`config.mk`:
```
export PLATFORM = sky130hd
export DESIGN_NAME = control_seq_flat
export DESIGN_NICKNAME = d
export VERILOG_FILES = /design/src/rtl/control_seq_if.sv /design/src/rtl/control_seq.sv /design/src/flat_wrapper.sv
export SDC_FILE = /design/constraint.sdc
export NUM_CORES = 1
export LEC_CHECK = 0
export BUFFER_PORTS_ARGS = -buffer_cell sky130_fd_sc_hd__buf_2
export CAP_MARGIN = 25
export CORE_MARGIN = 1
export CORE_UTILIZATION = 47
export DETAILED_ROUTE_END_ITERATION = 6
export PLACE_DENSITY_LB_ADDON = 0.2
export SLEW_MARGIN = 20
export SYNTH_ARGS = -nofsm -noshare
export SYNTH_HDL_FRONTEND = slang
export SYNTH_SLANG_ARGS = --single-unit
export TNS_END_PERCENT = 10
```
`constraint.sdc`:
```
create_clock -name clk -period 1.7 [get_ports clk]
set_input_delay 0.34 -clock clk [delete_from_list [all_inputs] [get_ports clk]]
set_output_delay 0.34 -clock clk [all_outputs]
set_load 0.01 [all_outputs]
```
`src/rtl/control_seq_if.sv`:
```
// Sequencer <-> core control bundle: run/opcode inputs plus every datapath strobe.
// master = sequencer side, slave = core/top-level side.
interface control_seq_if #(
  parameter int WIDTH_MAIN  = 8,
  parameter int COUNT_WIDTH = 16
);
  logic                   run;
  logic [WIDTH_MAIN-1:0]  main_in;
  logic [3:0]             reg_assert_main;
  logic [3:0]             reg_load_main;
  logic [3:0]             reg_assert_lhs;
  logic [3:0]             reg_assert_rhs;
  logic                   const1_load_mem;
  logic                   const1_assert_main;
  logic                   pcra0_assert_addr;
  logic                   pcra0_inc;
  logic                   mem_busdir;
  logic                   mem_assert_main;
  logic                   alu_assert_main;
  logic [3:0]             alu_operation;
  logic [WIDTH_MAIN-1:0]  ir;
  logic                   halted;
  logic [COUNT_WIDTH-1:0] instr_count;

  modport master (
    input  run, main_in,
    output reg_assert_main, reg_load_main, reg_assert_lhs, reg_assert_rhs,
           const1_load_mem, const1_assert_main, pcra0_assert_addr, pcra0_inc,
           mem_busdir, mem_assert_main, alu_assert_main, alu_operation,
           ir, halted, instr_count
  );

  modport slave (
    output run, main_in,
    input  reg_assert_main, reg_load_main, reg_assert_lhs, reg_assert_rhs,
           const1_load_mem, const1_assert_main, pcra0_assert_addr, pcra0_inc,
           mem_busdir, mem_assert_main, alu_assert_main, alu_operation,
           ir, halted, instr_count
  );
endinterface

```
`src/rtl/control_seq.sv`:
```
// Fetch/execute microsequencer: 2 cycles per NOP/MOV/ALU/HLT, 3 per LDI; no backpressure,
// run only gates new fetches, an instruction in flight always completes.
module control_seq #(
  parameter int WIDTH_MAIN  = 8,
  parameter int COUNT_WIDTH = 16
) (
  input  logic          clk,
  input  logic          reset,
  control_seq_if.master cs_if
);

  typedef enum logic [2:0] {
    S_BOOT  = 3'd0,
    S_FETCH = 3'd1,
    S_EXEC1 = 3'd2,
    S_EXEC2 = 3'd3,
    S_HALT  = 3'd4
  } state_t;

  state_t                 state_q, state_d;
  logic [WIDTH_MAIN-1:0]  ir_q, ir_d;
  logic [COUNT_WIDTH-1:0] count_q, count_d;

  logic [3:0] ram, rlm, lhs, rhs, alu_op;
  logic       c1_load, c1_assert, pc_addr, pc_inc, busdir, mem_main, alu_main, halt_o;

  logic [1:0] cls, dst_hi, mov_dst, mov_src;
  assign cls     = ir_q[WIDTH_MAIN-1 -: 2];
  assign dst_hi  = ir_q[5:4];
  assign mov_dst = ir_q[3:2];
  assign mov_src = ir_q[1:0];

  function automatic logic [3:0] sel(input logic [1:0] idx);
    return 4'b0001 << idx;
  endfunction

  always_ff @(posedge clk or negedge reset) begin
    if (!reset) begin
      state_q <= S_BOOT;
      ir_q    <= '0;
      count_q <= '0;
    end else begin
      state_q <= state_d;
      ir_q    <= ir_d;
      count_q <= count_d;
    end
  end

  always_comb begin
    state_d   = state_q;
    ir_d      = ir_q;
    count_d   = count_q;
    ram       = 4'b0000;
    rlm       = 4'b0000;
    lhs       = 4'b0000;
    rhs       = 4'b0000;
    alu_op    = 4'b0000;
    c1_load   = 1'b0;
    c1_assert = 1'b0;
    pc_addr   = 1'b0;
    pc_inc    = 1'b0;
    busdir    = 1'b0;
    mem_main  = 1'b0;
    alu_main  = 1'b0;
    halt_o    = 1'b0;

    unique case (state_q)
      S_BOOT: state_d = S_FETCH;

      S_FETCH: begin
        if (cs_if.run) begin
          pc_addr  = 1'b1;
          busdir   = 1'b1;
          mem_main = 1'b1;
          pc_inc   = 1'b1;
          ir_d     = cs_if.main_in;
          state_d  = S_EXEC1;
        end
      end

      S_EXEC1: begin
        unique case (cls)
          2'b00: begin
            count_d = count_q + COUNT_WIDTH'(1);
            state_d = (ir_q == WIDTH_MAIN'(8'h3F)) ? S_HALT : S_FETCH;
          end
          2'b01: begin
            // Self-move would assert and load the same register; treat as NOP.
            if (mov_dst != mov_src) begin
              ram = sel(mov_src);
              rlm = sel(mov_dst);
            end
            count_d = count_q + COUNT_WIDTH'(1);
            state_d = S_FETCH;
          end
          2'b10: begin
            pc_addr = 1'b1;
            c1_load = 1'b1;
            pc_inc  = 1'b1;
            state_d = S_EXEC2;
          end
          default: begin
            lhs      = 4'b0001;
            rhs      = 4'b0010;
            alu_op   = ir_q[3:0];
            alu_main = 1'b1;
            rlm      = sel(dst_hi);
            count_d  = count_q + COUNT_WIDTH'(1);
            state_d  = S_FETCH;
          end
        endcase
      end

      S_EXEC2: begin
        c1_assert = 1'b1;
        rlm       = sel(dst_hi);
        count_d   = count_q + COUNT_WIDTH'(1);
        state_d   = S_FETCH;
      end

      S_HALT: halt_o = 1'b1;

      default: state_d = S_BOOT;
    endcase
  end

  assign cs_if.reg_assert_main    = ram;
  assign cs_if.reg_load_main      = rlm;
  assign cs_if.reg_assert_lhs     = lhs;
  assign cs_if.reg_assert_rhs     = rhs;
  assign cs_if.const1_load_mem    = c1_load;
  assign cs_if.const1_assert_main = c1_assert;
  assign cs_if.pcra0_assert_addr  = pc_addr;
  assign cs_if.pcra0_inc          = pc_inc;
  assign cs_if.mem_busdir         = busdir;
  assign cs_if.mem_assert_main    = mem_main;
  assign cs_if.alu_assert_main    = alu_main;
  assign cs_if.alu_operation      = alu_op;
  assign cs_if.ir                 = ir_q;
  assign cs_if.halted             = halt_o;
  assign cs_if.instr_count        = count_q;

endmodule

```
`src/flat_wrapper.sv`:
```
// flat-port wrapper written by rule: the top's interface ports become plain ports
module control_seq_flat 
#(
  parameter int WIDTH_MAIN  = 8,
  parameter int COUNT_WIDTH = 16
)
  (clk, reset, cs_if_run, cs_if_main_in, cs_if_reg_assert_main, cs_if_reg_load_main, cs_if_reg_assert_lhs, cs_if_reg_assert_rhs, cs_if_const1_load_mem, cs_if_const1_assert_main, cs_if_pcra0_assert_addr, cs_if_pcra0_inc, cs_if_mem_busdir, cs_if_mem_assert_main, cs_if_alu_assert_main, cs_if_alu_operation, cs_if_ir, cs_if_halted, cs_if_instr_count);
  control_seq_if #(.WIDTH_MAIN(WIDTH_MAIN), .COUNT_WIDTH(COUNT_WIDTH)) cs_if_i ();
  input  logic clk;
  input  logic reset;
  input wire logic [$bits(cs_if_i.run)-1:0] cs_if_run;
  input wire logic [$bits(cs_if_i.main_in)-1:0] cs_if_main_in;
  output wire logic [$bits(cs_if_i.reg_assert_main)-1:0] cs_if_reg_assert_main;
  output wire logic [$bits(cs_if_i.reg_load_main)-1:0] cs_if_reg_load_main;
  output wire logic [$bits(cs_if_i.reg_assert_lhs)-1:0] cs_if_reg_assert_lhs;
  output wire logic [$bits(cs_if_i.reg_assert_rhs)-1:0] cs_if_reg_assert_rhs;
  output wire logic [$bits(cs_if_i.const1_load_mem)-1:0] cs_if_const1_load_mem;
  output wire logic [$bits(cs_if_i.const1_assert_main)-1:0] cs_if_const1_assert_main;
  output wire logic [$bits(cs_if_i.pcra0_assert_addr)-1:0] cs_if_pcra0_assert_addr;
  output wire logic [$bits(cs_if_i.pcra0_inc)-1:0] cs_if_pcra0_inc;
  output wire logic [$bits(cs_if_i.mem_busdir)-1:0] cs_if_mem_busdir;
  output wire logic [$bits(cs_if_i.mem_assert_main)-1:0] cs_if_mem_assert_main;
  output wire logic [$bits(cs_if_i.alu_assert_main)-1:0] cs_if_alu_assert_main;
  output wire logic [$bits(cs_if_i.alu_operation)-1:0] cs_if_alu_operation;
  output wire logic [$bits(cs_if_i.ir)-1:0] cs_if_ir;
  output wire logic [$bits(cs_if_i.halted)-1:0] cs_if_halted;
  output wire logic [$bits(cs_if_i.instr_count)-1:0] cs_if_instr_count;
  assign cs_if_i.run = cs_if_run;
  assign cs_if_i.main_in = cs_if_main_in;
  assign cs_if_reg_assert_main = cs_if_i.reg_assert_main;
  assign cs_if_reg_load_main = cs_if_i.reg_load_main;
  assign cs_if_reg_assert_lhs = cs_if_i.reg_assert_lhs;
  assign cs_if_reg_assert_rhs = cs_if_i.reg_assert_rhs;
  assign cs_if_const1_load_mem = cs_if_i.const1_load_mem;
  assign cs_if_const1_assert_main = cs_if_i.const1_assert_main;
  assign cs_if_pcra0_assert_addr = cs_if_i.pcra0_assert_addr;
  assign cs_if_pcra0_inc = cs_if_i.pcra0_inc;
  assign cs_if_mem_busdir = cs_if_i.mem_busdir;
  assign cs_if_mem_assert_main = cs_if_i.mem_assert_main;
  assign cs_if_alu_assert_main = cs_if_i.alu_assert_main;
  assign cs_if_alu_operation = cs_if_i.alu_operation;
  assign cs_if_ir = cs_if_i.ir;
  assign cs_if_halted = cs_if_i.halted;
  assign cs_if_instr_count = cs_if_i.instr_count;
  control_seq #(.WIDTH_MAIN(WIDTH_MAIN), .COUNT_WIDTH(COUNT_WIDTH)) u_core (.clk(clk), .reset(reset), .cs_if(cs_if_i));
endmodule
```
### Word level (Yosys, flattened, before mapping)

Cells that the tools add are included.
Widths: inputs -> output; s select.

* bits in registers: 27
* input port bits: 11
* output and inout port bits: 52

* $add $sub $neg: 1
* equality and inequality tests: 10
* shifts and indexed selects: 3
* muxes and demuxes: 27
* bitwise gates (word level): 1
* reduce and logical (&&, ||, !) cells: 9

Operators with widths (number)
* $mux 4: 8
* $pmux 16 s2: 1
* $add 16x1->16 const B: 1
* $mux 16: 1
* $pmux 4 s2: 2
* $pmux 3 s4: 1
* $shl 1x2->4 const A: 3
* $mux 1: 9
* $eq 8x6->1 const B: 1
* $eq 3x2->1 const B: 2
* $mux 3: 2
* $pmux 3 s2: 1
* $reduce_and 2->1: 3
* $ne 2x2->1 const B: 2
* $reduce_or 2->1: 2
* $eq 3x1->1 const B: 1
* $eq 3x3->1 const B: 1
* $logic_not 3->1: 1
* $reduce_or 3->1: 1
* $eq 2x1->1 const B: 1
* $eq 2x2->1 const B: 1
* $logic_not 2->1: 1
* $mux 2: 1
* $ne 2x2->1: 1
* 3 further kinds: 3

### Longest topological paths before layout

* depth in word-level cells: 4
* depth in mapped cells: 6

### Worst setup path after synthesis

Ideal clock, no wire load.

* path kind: register to output
* start point: reg u_core.state_q[2]
* end point: out cs_if_reg_assert_main[0]
* arrival: 1.458 ns
* data required time: 1.360 ns
* path slack: -0.098 ns
* stages on the path, launching flop included: 6
* path through: dfrtp_1 > buf_6 > nand2b_4 > nor2_1 > nand3b_1 > nor4_1

* word-level cells in the longest chain between the ends: 2

RTL lines
* from (decl): RTL line control_seq.sv:20 `state_t state_q, state_d;`
* from (signal assigned): RTL line control_seq.sv:43 `state_q <= state_d;`
* $eq 3x2->1: RTL line control_seq.sv:67 `unique case (state_q)`
* $mux 4: RTL line control_seq.sv:67
* to (decl): RTL line flat_wrapper.sv:13 `output wire logic [$bits(cs_if_i.reg_assert_main)-1:0] cs_if_reg_assert_main;`

No other way between the ends.

### Worst setup path in the final report

Same ends and word-level chain as after synthesis.

==> impl_results.md <==
- Status: finished with violations
- Failing checks: hold timing, setup timing
- Crit. End Element: primary output
- Post-Synth Simple-Gate Area: 26.37%
- Metal2 WL: 1.428 mm
- Placed inst area: 1779 um2
- WP data arrival: roughly 1.6 ns
- MaxCap Viol Count: 0
- # port buffers: 56
- Cell row count: 20
- Synth Warn #: 0
- Clock sinks: 27
- Flop2flop setup slack: 0.07 ns
- Worst-Skew Late Latency: ~0.33 ns
- Top-count cell post-synth: dfrtp_1
- Synth Instances: 138
- Cell variety after synth: 36
- Die Y: a little under 60 um
- Post-synthesis compound-gate area fraction: 5.156%
- Final nets: 212
- Top cell type's share of synthesized area: 45.65%
- CTS tree: yes
- Top cells by area, synth: dfrtp_1 46%, mux2_2 6.1%, xnor2_1 5.9%, buf_4 5.1%, nand2_1 3.3%
- Final clock skew: 0.005262 ns
- Max Freq: between 500 and 600 MHz
- Finished Layout Cells: approximately 240
- Post-Route WL: around 2.9 mm
- Core area: ~3000 um2
- Setup CP Type: reg -> out
- Starting DRT DRC Count: 93
- Final Power: 2.000 mW
- Setup crit start: u_core.state_q[2]$_DFFE_PN0P_
- First drt pass iteration count: 4
- Ratio of final minimum period to clock period: 112.5%
- Mapped Avg Cell Area: 10.73 um2
- EDFF count, synth: 0
- GRT Util Overall: a little under a fifth
- Diodes inserted: 0
- WL per Instance: 12.05 um
- Total CTS buffers: 3
- Worst r2r src: u_core.state_q[2]$_DFFE_PN0P_
- Placed cell count: 234
- Hold_buf cts: 0
- Half-perimeter wire length after placement: 2.181 mm
- Post-route cell area: 1914 um2
- Via count: 1197
- Lkg Pwr: 0.9463 nW
- Highest metal used: met4
- Synth Flop Type: dfrtp_1
- Type of origin of the critical path: flop
- Final Hold Vio Count: 27
- Post-synthesis xor/xnor area fraction: 8.876%
- Global placer's final weighted congestion: approximately 0.83
- Post-Synth Adder-Cell Area: 0.8453%
- Fill cells: around 260
- Post-synth ARST share: 100.0%
- Largest family of logic cells by synthesized area: simple AND/OR/NAND/NOR gates
- Clock transition at path regs: 0.14 ns
- Hold WS: -0.01582 ns
- Initial core utilization: 48.88%
- Clock Path Buffers: 2
- Reg2reg end: u_core.cs_if.instr_count[15]$_DFFE_PN0P_
- R2R cell count: 7
- Worst-Margin Slew: 0.5726 ns
- Max Slew Vio Count: 0
- Die width: approximately 58 um
- PD cells: about 1000 nW/um2
- Final Setup Violations: 19
- Synth Register Bits: 27
- Post-route ant nets: 0
- Vias in the first global route: approximately 1.1k
- Worst setup path end: cs_if_reg_assert_main[0]
- CTS HTree Levels: 1
- Clock root cell: clkbuf_4
- Ratio of cells with drive above 1 in the final layout: between 40% and 50%
- Setup TNS: -2.654 ns
- Vias per cell: 4.926
- Mapped Area: 1480 um2
- Rel. slew slack: between 60% and 70%
- M1 wire length: 1.322 mm
- Multiplexer share of the synthesized area: around 6%
- Ports: 63
- Largest net degree at the start of global routing: 28
- Seq/Total Area, Yosys: between 40% and 50%
- Area growth syn-to-layout: 29.33%
- Max Fanout on Critical Path: 8
- First-pass GRT wire length: about 4.7 mm
- DRC viols: 0
- CP required: 1.36 ns
- Min cycle time layout: 1.913 ns
- Worst Hold Class: in -> async
- Final setup margin: -0.2132 ns
- Die area: 3378 um2
- Worst vdd ir: 0.0005749 V
- Final global-route overflow total: 0
- Initial antenna violation count: 0
- Met3 wire length: 154 um
- Cell taking the most area after synthesis: dfrtp_1
- Most common library cells after synthesis: 27 x dfrtp_1, 13 x nand2_1, 10 x buf_4, 10 x xnor2_1, 8 x mux2_2
- RSZ-0062 raised after global routing: true
worst max-delay path, stage by stage, from the launching register on:
cell and delay [ns]:
dfrtp_1 0.42, nand2b_4 0.16, nor2_4 0.11, nand3b_1 0.10
buf_6 0.17, nor4_4 0.12, buf_2 0.17
repair_timing:
action	4_1_cts	5_1_grt
setup buffers	4	1
resized for setup	9	6
pin swaps	7	10
setup endpoints to repair	20	25
metrics by stage:
stage	utilization [%]	setup WS (ns)	hold slack, ns
4_1_cts	61.94	-0.2142	0.002190
3_3_place_gp	58.76	0.03159	0.3623
3_5_place_dp	58.76	-0.01630	0.3765
5_1_grt	63.22	-0.3368	0.009026
6_report	63.22	-0.2132	-0.01582
2_1_floorplan	-	-0.03253	0.04441
kinds of logic after synthesis:
family	after synthesis
AOI/OAI and AO/OA	11
xor gates and xnor gates	15
adders and majority gates	1
buffers and inverters	14
DFF	27
muxes	8
other	1
and+or+nand+nor	61
registers in the layout, indices dropped and copies added, names as in the netlist:
register	cells
u_core.cs_if.ir	8
u_core.state_q	3
u_core.cs_if.instr_count	16
placed cells by master, fill, tap and decap left out, types with 2 or more instances in the layout:
cell type / Yosys / routed
buf_2: 2 / 56
dfrtp_1: 27 / 27
nand2_1: 13 / 12
xnor2_1: 10 / 10
mux2_2: 8 / 8
buf_4: 10 / 7
and2_1: 6 / 6
nand3_1: 6 / 6
conb_1: 1 / 6
nor2_1: 7 / 5
xor2_1: 5 / 5
nor2b_1: 3 / 3
o22ai_1: 3 / 3
nor4_4: 2 / 3
nand4_1: 3 / 3
clkbuf_4: 0 / 3
nor2_4: 1 / 2
nand3b_1: 2 / 2
nand2b_1: 2 / 2
o32ai_2: 0 / 2
o21ai_0: 2 / 2
nor3_2: 0 / 2
nor3b_2: 0 / 2
and3_1: 3 / 2
buf_6: 1 / 2
where the power goes:
part	internal, mW	total (mW)	switching (mW)
registers	0.772	0.992	0.220
clock network	0.0920	0.276	0.184
logic	0.349	0.732	0.383
worst min path at each step:
stage / end / depth (start not counted)
3_3_place_gp: u_core.cs_if.instr_count[2]$_DFFE_PN0P_ / 1
6_report: u_core.cs_if.instr_count[2]$_DFFE_PN0P_ / 1
3_5_place_dp: u_core.cs_if.instr_count[2]$_DFFE_PN0P_ / 1
2_1_floorplan: u_core.cs_if.instr_count[0]$_DFFE_PN0P_ / 0
4_1_cts: u_core.cs_if.instr_count[2]$_DFFE_PN0P_ / 1
5_1_grt: u_core.cs_if.instr_count[5]$_DFFE_PN0P_ / 1
routing by layer:
layer	global-route usage, %	vias up
li1	-	594
met1	23.77	556
met3	2.009	3
met2	30.87	44
met4	6.122	0
met5	0	-
area by class of cell:
class / count / area (um2) / area share [%]
Clock buffer: 4 / 26.28 / 1.373
Inverter: 1 / 3.754 / 0.1961
Multi-Input combinational cell: 102 / 798.3 / 41.70
Sequential cell: 27 / 675.6 / 35.29
Tap cell: 44 / 55.05 / 2.876
Timing Repair Buffer: 65 / 355.3 / 18.56
Power figures use the tool's default switching activity.
